<file path="config.mk">
export PLATFORM = sky130hd
export DESIGN_NAME = rk05_wt_data_decoder
export DESIGN_NICKNAME = d
export VERILOG_FILES = /design/src/rtl/rk05_wd_pkg.sv /design/src/rtl/rk05_wt_data_decoder_edge_sync.sv /design/src/rtl/rk05_wt_data_decoder.sv
export SDC_FILE = /design/constraint.sdc
export NUM_CORES = 1
export LEC_CHECK = 0
export ABC_AREA = 0
export BUFFER_PORTS_ARGS = -buffer_cell sky130_fd_sc_hd__buf_2
export CORE_MARGIN = 1
export CORE_UTILIZATION = 40
export DETAILED_ROUTE_END_ITERATION = 16
export GPL_TIMING_DRIVEN = 0
export PLACE_DENSITY_LB_ADDON = 0.15
export SETUP_SLACK_MARGIN = 0.1
export SLEW_MARGIN = 20
export SYNTH_ARGS = -nofsm -noshare
export SYNTH_HDL_FRONTEND = slang
export SYNTH_SLANG_ARGS = --single-unit
</file>
<file path="constraint.sdc">
create_clock -name C -period 1.92 [get_ports C]
set_input_delay 0.096 -clock C [delete_from_list [all_inputs] [get_ports C]]
set_output_delay 0.096 -clock C [all_outputs]
set_load 0.02 [all_outputs]
</file>
<file path="src/rtl/rk05_wd_pkg.sv">
// rk05_wd_pkg
//   Shared definitions for the RK05 write-data decoder: the decoder state
//   encoding, default cell timing and helpers that derive the pulse
//   classification windows from the cell length (integer division).
package rk05_wd_pkg;

  typedef enum logic [1:0] {
    ST_IDLE = 2'd0,
    ST_LOCK = 2'd1,
    ST_DATA = 2'd2
  } state_e;

  localparam int DEF_CELL_CLKS    = 42;
  localparam int DEF_PREAMBLE_MIN = 16;

  // Earliest count at which an edge is accepted as a data pulse.
  function automatic int win_lo(input int cell_clks);
    return cell_clks / 4;
  endfunction

  // Earliest count at which an edge is accepted as a clock pulse.
  function automatic int win_hi(input int cell_clks);
    return (3 * cell_clks) / 4;
  endfunction

  // Count at which a silent line is treated as the end of the write.
  function automatic int tmo_clks(input int cell_clks);
    return 2 * cell_clks;
  endfunction

endpackage

</file>
<file path="src/rtl/rk05_wt_data_decoder_edge_sync.sv">
// rk05_edge_sync
//   Three-flop synchronizer for the asynchronous WT DATA & CLK pin with a
//   rising-edge detector on the two settled stages.
//   Ports:
//     clk  in   system clock
//     rst  in   synchronous active-high reset, clears all stages
//     pin  in   asynchronous composite clock/data line
//     rise out  one-cycle pulse when the synchronized line goes 0 -> 1
module rk05_edge_sync (
  input  logic clk,
  input  logic rst,
  input  logic pin,
  output logic rise
);

  logic s1_q, s2_q, s3_q;
  logic s1_d, s2_d, s3_d;

  always_comb begin
    s1_d = pin;
    s2_d = s1_q;
    s3_d = s2_q;
  end

  always_ff @(posedge clk) begin
    if (rst) begin
      s1_q <= 1'b0;
      s2_q <= 1'b0;
      s3_q <= 1'b0;
    end else begin
      s1_q <= s1_d;
      s2_q <= s2_d;
      s3_q <= s3_d;
    end
  end

  // s1 is the metastability catcher; only s2/s3 are used for the decision.
  assign rise = s2_q & ~s3_q;

endmodule

</file>
<file path="src/rtl/rk05_wt_data_decoder.sv">
// rk05_wt_data_decoder
//   Decodes the RK05 double-frequency write line. Each bit cell opens with a
//   clock pulse; a pulse near mid-cell marks a 1. The decoder waits for a run
//   of zero cells followed by a sync 1, then emits bits and 16-bit words.
//   Ports:
//     C            in   system clock, rising edge
//     R            in   synchronous active-high reset
//     enable       in   write gate; low forces IDLE (word is kept)
//     wt_data_clk  in   asynchronous composite clock+data pulses
//     bit_valid    out  one-cycle strobe per decoded bit (DATA only)
//     bit_value    out  decoded bit, valid with bit_valid
//     word         out  last assembled word, MSB first, held
//     word_valid   out  one-cycle strobe, word updated in the same cycle
//     in_sync      out  high while in DATA
//     sync_err     out  one-cycle strobe on a framing error in DATA
//   Handshake: all strobes are single-cycle valid pulses with no ready; the
//   sector writer must accept bit/word on any cycle the strobe is high.
module rk05_wt_data_decoder
  import rk05_wd_pkg::*;
#(
  parameter int CELL_CLKS    = DEF_CELL_CLKS,
  parameter int PREAMBLE_MIN = DEF_PREAMBLE_MIN
) (
  input  logic        C,
  input  logic        R,
  input  logic        enable,
  input  logic        wt_data_clk,
  output logic        bit_valid,
  output logic        bit_value,
  output logic [15:0] word,
  output logic        word_valid,
  output logic        in_sync,
  output logic        sync_err
);

  localparam int WIN_LO = win_lo(CELL_CLKS);
  localparam int WIN_HI = win_hi(CELL_CLKS);
  localparam int TMO    = tmo_clks(CELL_CLKS);
  localparam int CNT_W  = $clog2(TMO + 1);
  localparam int ZC_W   = $clog2(PREAMBLE_MIN + 1);

  localparam logic [CNT_W-1:0] WIN_LO_C = CNT_W'(WIN_LO);
  localparam logic [CNT_W-1:0] WIN_HI_C = CNT_W'(WIN_HI);
  localparam logic [CNT_W-1:0] TMO_C    = CNT_W'(TMO);
  localparam logic [CNT_W-1:0] CNT_ONE  = CNT_W'(1);
  localparam logic [ZC_W-1:0]  PM_C     = ZC_W'(PREAMBLE_MIN);
  localparam logic [ZC_W-1:0]  ZC_ONE   = ZC_W'(1);

  logic rise;

  rk05_edge_sync u_edge_sync (
    .clk  (C),
    .rst  (R),
    .pin  (wt_data_clk),
    .rise (rise)
  );

  state_e            state_q, state_d;
  logic [CNT_W-1:0]  cnt_q, cnt_d;
  logic              dseen_q, dseen_d;
  logic [ZC_W-1:0]   zc_q, zc_d;
  logic [3:0]        bcnt_q, bcnt_d;
  logic [15:0]       sh_q, sh_d;
  logic [15:0]       word_q, word_d;
  logic              bv_q, bv_d;
  logic              bval_q, bval_d;
  logic              wv_q, wv_d;
  logic              err_q, err_d;

  logic              is_spur, is_data;
  logic              to_idle;
  logic [15:0]       shifted;

  always_comb begin
    state_d = state_q;
    cnt_d   = cnt_q;
    dseen_d = dseen_q;
    zc_d    = zc_q;
    bcnt_d  = bcnt_q;
    sh_d    = sh_q;
    word_d  = word_q;
    bv_d    = 1'b0;
    bval_d  = 1'b0;
    wv_d    = 1'b0;
    err_d   = 1'b0;
    to_idle = 1'b0;

    // Edge class is decided by the count since the last accepted clock pulse.
    is_spur = (cnt_q < WIN_LO_C);
    is_data = !is_spur && (cnt_q < WIN_HI_C);
    shifted = {sh_q[14:0], dseen_q};

    if (state_q != ST_IDLE) begin
      cnt_d = (cnt_q == TMO_C) ? cnt_q : cnt_q + CNT_ONE;
    end

    if (!enable) begin
      to_idle = 1'b1;
    end else begin
      case (state_q)
        ST_IDLE: begin
          // The first edge seen is taken as a clock pulse opening a cell.
          if (rise) begin
            state_d = ST_LOCK;
            cnt_d   = '0;
            dseen_d = 1'b0;
            zc_d    = '0;
          end
        end

        ST_LOCK: begin
          if (rise) begin
            if (is_spur) begin
              zc_d = '0;
            end else if (is_data) begin
              dseen_d = 1'b1;
            end else begin
              cnt_d   = '0;
              dseen_d = 1'b0;
              if (!dseen_q) begin
                zc_d = (zc_q == PM_C) ? zc_q : zc_q + ZC_ONE;
              end else if (zc_q >= PM_C) begin
                // Sync bit: consumed here, never emitted.
                state_d = ST_DATA;
                bcnt_d  = '0;
                sh_d    = '0;
              end else begin
                zc_d = '0;
              end
            end
          end else if (cnt_q == TMO_C) begin
            to_idle = 1'b1;
          end
        end

        ST_DATA: begin
          if (rise) begin
            if (is_spur || (is_data && dseen_q)) begin
              err_d   = 1'b1;
              to_idle = 1'b1;
            end else if (is_data) begin
              dseen_d = 1'b1;
            end else begin
              cnt_d   = '0;
              dseen_d = 1'b0;
              bv_d    = 1'b1;
              bval_d  = dseen_q;
              sh_d    = shifted;
              if (bcnt_q == 4'd15) begin
                wv_d   = 1'b1;
                word_d = shifted;
                bcnt_d = '0;
              end else begin
                bcnt_d = bcnt_q + 4'd1;
              end
            end
          end else if (cnt_q == TMO_C) begin
            // Silent line: normal end of a write, not an error.
            to_idle = 1'b1;
          end
        end

        default: to_idle = 1'b1;
      endcase
    end

    // Leaving for IDLE drops any pending cell and partial word.
    if (to_idle) begin
      state_d = ST_IDLE;
      cnt_d   = '0;
      dseen_d = 1'b0;
      zc_d    = '0;
      bcnt_d  = '0;
      sh_d    = '0;
    end
  end

  always_ff @(posedge C) begin
    if (R) begin
      state_q <= ST_IDLE;
      cnt_q   <= '0;
      dseen_q <= 1'b0;
      zc_q    <= '0;
      bcnt_q  <= '0;
      sh_q    <= '0;
      word_q  <= '0;
      bv_q    <= 1'b0;
      bval_q  <= 1'b0;
      wv_q    <= 1'b0;
      err_q   <= 1'b0;
    end else begin
      state_q <= state_d;
      cnt_q   <= cnt_d;
      dseen_q <= dseen_d;
      zc_q    <= zc_d;
      bcnt_q  <= bcnt_d;
      sh_q    <= sh_d;
      word_q  <= word_d;
      bv_q    <= bv_d;
      bval_q  <= bval_d;
      wv_q    <= wv_d;
      err_q   <= err_d;
    end
  end

  assign bit_valid  = bv_q;
  assign bit_value  = bval_q;
  assign word       = word_q;
  assign word_valid = wv_q;
  assign in_sync    = (state_q == ST_DATA);
  assign sync_err   = err_q;

endmodule

</file>
# After elaboration in Yosys (flattened, before gate mapping)
# Cells that the tools add are included.
dict set report totals {
  mem_bits_ro 0
  latch_bits 0
  elab_cells 121
  regBits 57
  n_memories 0
  out_inout_bits 21
  inputBits 4
  mem_bits_rw 0
}
dict set report op_classes {
  n_mux 59
  shifts 0
  n_mul 0
  n_lt_le_gt_ge 3
  n_reduce_logical 18
  bitwise 7
  div 0
  eq_ne 17
  add_sub_neg 3
}
# op n
set ops {}
lappend ops {{2-to-1 mux 15 bit} 8}
lappend ops {{2-to-1 mux 7 bit} 9}
lappend ops {{2-to-1 mux 4 bit} 9}
lappend ops {{2-to-1 mux 5 bit} 7}
lappend ops {{one-hot mux 15 bit (2 select lines)} 1}
lappend ops {{one-hot mux 7 bit (3 select lines)} 1}
lappend ops {{!= test 2 bit, second input constant} 8}
lappend ops {{AND reduction 7 bit} 2}
lappend ops {{2-to-1 mux 1 bit} 13}
lappend ops {{2-to-1 mux 2 bit} 6}
lappend ops {{one-hot mux 5 bit (2 select lines)} 1}
lappend ops {{AND reduction 10 bit} 1}
lappend ops {{!= test 4 bit, second input constant} 2}
lappend ops {{one-hot mux 4 bit (2 select lines)} 1}
lappend ops {{AND reduction 8 bit} 1}
lappend ops {{adder 7 x 1 -> 7 bit, second input constant} 1}
lappend ops {{== test 7 bit, second input constant} 1}
lappend ops {{< comparator 7 x 4 -> 1 bit, second input constant} 1}
lappend ops {{< comparator 7 x 5 -> 1 bit, second input constant} 1}
lappend ops {{inverter 1 bit} 6}
lappend ops {{one-hot mux 1 bit (3 select lines)} 2}
lappend ops {{AND reduction 6 bit} 1}
lappend ops {{nonzero test 2 bit} 3}
lappend ops {{OR reduction 6 bit} 1}
lappend ops {{19 further kinds} 20}

# Logic depth before layout (Yosys ltp)
dict set report logic_depth {
  word_depth 10
  depth_mapped 9
  depth_no_buf 7
}

# Modules after synthesis
# Synthesis repeated with hierarchy kept, for this count alone.
dict set report unflattened {
  hier_cells 276
  hier_area_um2 2625.0
}
# mod seq_area_each_um2 instances cells_each area_per_inst_um2
set by_module_without_submodules {}
lappend by_module_without_submodules {rk05_wt_data_decoder 1081.0 1 269 2537.4}
lappend by_module_without_submodules {rk05_edge_sync 60.1 1 7 87.6}

# Worst setup path after synthesis
# OpenSTA, ideal clock, no wires.
dict set report synth_timing {
  kind {register to register}
  start {reg state_q[0]}
  end {reg cnt_q[0]}
  arrival_time_ns 2.002
  setup_time_ns 0.074
  period_less_slack_ns 2.077
  path_slack_ns -0.157
  t_required_ns 1.846
  path_stages_with_launch 8
  path_cell_list {dfxtp_1 inv_1 ha_1 buf_2 o22ai_1 o21ai_1 or4b_2 a31oi_1}
}
# element line
set synth_lines {}
lappend synth_lines {{start: declaration} rk05_wt_data_decoder.sv:58} ;# state_e state_q, state_d;
lappend synth_lines {{start signal: assignment} rk05_wt_data_decoder.sv:192} ;# state_q <= state_d;
lappend synth_lines {{== test 2 bit (*)} -}
lappend synth_lines {{via in_sync} rk05_wt_data_decoder.sv:32} ;# output logic in_sync,
lappend synth_lines {{one-hot mux 1 bit (3 select lines)} rk05_wt_data_decoder.sv:100} ;# case (state_q)
lappend synth_lines {{2-to-1 mux 1 bit} rk05_wt_data_decoder.sv:97} ;# if (!enable) begin
lappend synth_lines {{OR reduction 2 bit (no source line)} -}
lappend synth_lines {{end signal: assignment} rk05_wt_data_decoder.sv:193} ;# cnt_q <= cnt_d;
lappend synth_lines {{end: declaration} rk05_wt_data_decoder.sv:59} ;# logic [CNT_W-1:0] cnt_q, cnt_d;
# The timed path passes the listed nets; every way through them passes the cells marked *.
# A chain may end at the register's enable or synchronous reset.

# Worst setup path in the final report
dict set report layout_timing {
  start {reg cnt_q[1]}
  end {reg cnt_q[6]}
}
dict set report layout_between {
  elab_chain_cells 10
}
# element line
set layout_lines {}
lappend layout_lines {{< comparator 7 x 4 -> 1 bit} rk05_wt_data_decoder.sv:89} ;# is_spur = (cnt_q < WIN_LO_C);
lappend layout_lines {{logical NOT 1 bit} rk05_wt_data_decoder.sv:90} ;# is_data = !is_spur && (cnt_q < WIN_HI_C);
lappend layout_lines {{logical AND 1 bit} rk05_wt_data_decoder.sv:90}
lappend layout_lines {{logical AND 1 bit} rk05_wt_data_decoder.sv:138} ;# if (is_spur || (is_data && dseen_q)) begin
lappend layout_lines {{logical OR 1 bit} rk05_wt_data_decoder.sv:138}
lappend layout_lines {{2-to-1 mux 1 bit} rk05_wt_data_decoder.sv:138}
lappend layout_lines {{2-to-1 mux 1 bit} rk05_wt_data_decoder.sv:137} ;# if (rise) begin
lappend layout_lines {{one-hot mux 1 bit (3 select lines)} rk05_wt_data_decoder.sv:100}
lappend layout_lines {{2-to-1 mux 1 bit} rk05_wt_data_decoder.sv:97}
lappend layout_lines {{OR reduction 2 bit (no source line)} -}
# Parallel ways exist; a longest one is shown, timed or not.

==> results.toml <==
[cells_and_area]
finalNetCount = 406
post-route-util_pct = 57.5
area_occupied_by_multi_input_gates_mm2 = 0.00167
leading_cell_type_in_the_layout_fill_and_taps_excluded = "sky130_fd_sc_hd__nand2_1"
post_route_cells_drive_above_1_share_pct = 38.4
finish.cell_count_without_fillers = 475
antenna-diode-count = 0
layout.cell_area.non_filler_mm2 = 0.00371
layout_common_cells = "sky130_fd_sc_hd__nand2_1, sky130_fd_sc_hd__dfxtp_1, sky130_fd_sc_hd__nand3_1"
num-fill-cells = 605
area_growth_syn_to_fin_pct = 36.3
final-seq-area_mm2 = 0.00117

[floorplan]
ioPinCount = 25
core_area_mm2 = 0.00646
overall_die_width_um = 84.5
floorplan.initialDensity_pct = 42.2
die_y_um = 84.5
placement_rows = 29
design.die.area_mm2 = 0.00714

[setup_path]
timing.critical_path.required_ns = 2.14
timing.rr.end = "cnt_q[6]"
reg2reg_from = "cnt_q[1]"
crit_type = "flip-flop to flip-flop"
largest_fanout_of_any_net_on_the_critical_path = 5
end_kind = "flip-flop"
arrival_time_at_the_worst_endpoint_ns = 2.11
worstRegToRegCells = 9
worst-r2r-setup-slack_ns = 0.03
critical_path.startpoint_type = "flip-flop"

[logic_synthesis]
synth_area_leader_cell = "sky130_fd_sc_hd__dfxtp_1"
synthFlopType = "sky130_fd_sc_hd__dfxtp_1"
synth_top_area_share_pct = 41.9
async_flop_share_pct = 0
seq_area_frac_synth_pct = 41.9
synth_edf_count = 0
synth_area_per_cell_um2 = 8.18
postSynthRegisterBits = 57
synthCells = 333
synthesized_net_count = 346
top_area_cells_in_the_synthesized_netlist = "sky130_fd_sc_hd__dfxtp_1, sky130_fd_sc_hd__a21oi_1, sky130_fd_sc_hd__nand2_1"
ys.warnings.count = 0
synthesis.area_mm2 = 0.00272
synth.lib_cells_used.distinct = 46

[drt]
met2RoutedLength_um = 3180
maxUsedRoutingLayer = "met4"
drtAntennaViolNets = 0
first_pass_iters = 10
detailedRoute.firstIterationViolations = 127
drt-wirelength-per-cell_um = 14.7
routed-via-count = 2607
met1_length_um = 3320
totalWireLength_um = 6990
met3_length_um = 336
drt-vias-per-instance = 5.49
drcViolationCount = 6

[power]
power.ir.vdd_worst_mv = 0.407
total_power_mw = 2.43
power.density_cell_area_mw_per_mm2 = 654
static-leakage-power_nw = 1.30

[grt]
gr-total-overflow = 0
grt_start_max_net_pins = 12
grt_first_pass_wirelength_um = 11700
gr-usage-all-layers_pct = 20.7
grt_pass1_vias = 2440
antenna_violations_before_repair = 0

[sta]
grt_setup_unrepaired = "true"
relSlewSlack_pct = 56.3
final_period_minus_worst_setup_slack_ns = 1.89
achievable_clock_frequency_mhz = 529
finalHoldViolCount = 0
worst_slew_pin_slew_ns = 0.655
maxSlewViolCount = 0
skew_ns = 0.0122
timing.final.setup_violations = 0
finalCritPeriodShare_pct = 98.4

[placement]
placed_cell_area_mm2 = 0.00297
post-dp-hpwl_um = 4280
dpl.cell_count = 434
routability_congestion = 0.859
count_of_port_buffers_added_during_placement = 24

[run]
drv.max_cap_violation_count = 0

[clock_network]
cts-htree-levels = 3
cts.clk_slew.worst_paths_ns = 0.07
cts_root_buf = "sky130_fd_sc_hd__clkbuf_8"
tritoncts = "built"
clock_latency_reported_for_the_late_side_of_the_worst_skew_pair_ns = 0.34
ctsLongestPathBuffers = 2
clock-sinks = 57
cts_inserted_buffers = 9

[worst_hold_path]
whs_endpoint = "word_valid"
hp-class = "primary input to flip-flop"
hold_depth = 3
hold_path.startpoint = "R"

[run_status]
violations = "design-rule violations"
run_status = "complete, but fails checks"
-- area by class of cell --
class	instances	share of cell area, %
Buffer	18	4.79
Clock buffer	10	3.71
Clock inverter	6	1.82
Inverter	10	1.08
Multi-Input combinational cell	248	45.0
Sequential cell	57	31.5
Tap cell	77	2.60
Timing Repair Buffer	49	9.44
-- report_power, final --
| part | total [mW] | switching (mW) | leakage [nW] | internal, mW |
|---|---|---|---|---|
| Clock | 1.15 | 0.518 | 0.0985 | 0.636 |
| Sequential | 1.18 | 0.00251 | 0.466 | 1.17 |
| Combinational | 0.0972 | 0.0566 | 0.737 | 0.0407 |
-- per-stage QoR --
stage	worst slack, ns	hold slack [ns]	TNS, ns
floorplan	0.113	0.224	0
global placement	-0.399	0.303	-10.38
detailed placement	-0.392	0.315	-9.83
CTS	0.0601	0.100	0
global route	-0.0359	0.119	-0.413
finish	0.0299	0.130	0
-- registers in the layout, indices dropped and copies added (netlist names) --
name and count:
word 16, sh_q 15, cnt_q 7, zc_q 5
bcnt_q 4, state_q 2, bit_valid 1, bit_value 1
dseen_q 1, sync_err 1, u_edge_sync.s1_q 1, u_edge_sync.s2_q 1
u_edge_sync.s3_q 1, word_valid 1
-- worst max-delay path, cell delays in order, from the launching register on --
cell and delay, ns:
sky130_fd_sc_hd__dfxtp_4 0.36, sky130_fd_sc_hd__inv_2 0.07, sky130_fd_sc_hd__ha_4 0.12, sky130_fd_sc_hd__nand4b_1 0.14, sky130_fd_sc_hd__nor3b_4 0.28, sky130_fd_sc_hd__o211ai_1 0.14, sky130_fd_sc_hd__o211ai_1 0.23, sky130_fd_sc_hd__buf_4 0.23
sky130_fd_sc_hd__buf_6 0.14, sky130_fd_sc_hd__nor3_1 0.05
-- kinds of logic after synthesis --
kind of cell	synth area share [%]
adders and majority gates	4.14
DFF	41.9
muxes	0.735
and+or+nand+nor	28.5
AOI/OAI and AO/OA	18.4
buffers and inverters	5.33
xor gates and xnor gates	0.965
-- cells in the mapped netlist (all sizes together) (6+ instances only) --
master  instances
a21oi          50
buf            10
clkbuf          8
dfxtp          57
ha              9
inv            10
nand2          61
nand3          32
nor2           21
nor2b           6
nor3            8
o21ai          11
-- routing by layer --
layer | vias up | GRT usage [%]
met1 | 1239 | 27.0
met4 | 0 | 9.55
met3 | 16 | 5.60
li1 | 1286 | -
met5 | - | 0
met2 | 66 | 32.2
-- repair_timing --
action,CTS,global route
gates resized for setup,53,37
endpoints found under the setup margin,48,45
hold buffers,1,0
gates cloned,3,2
pin swaps,8,28
endpoints found under the hold margin,1,0
setup buffers,16,4
-- how the worst max path moves through the flow --
stage	startpoint	to	slack, ns	cells after the start
2_1_floorplan	state_q[0]	word[10]	0.11	9
3_3_place_gp	cnt_q[5]	sh_q[2]	-0.40	7
3_5_place_dp	cnt_q[0]	sh_q[0]	-0.39	8
4_1_cts	cnt_q[1]	cnt_q[6]	0.06	9
5_1_grt	cnt_q[0]	cnt_q[6]	-0.04	9
6_report	cnt_q[1]	cnt_q[6]	0.03	9
Power figures use the tool's default switching activity.
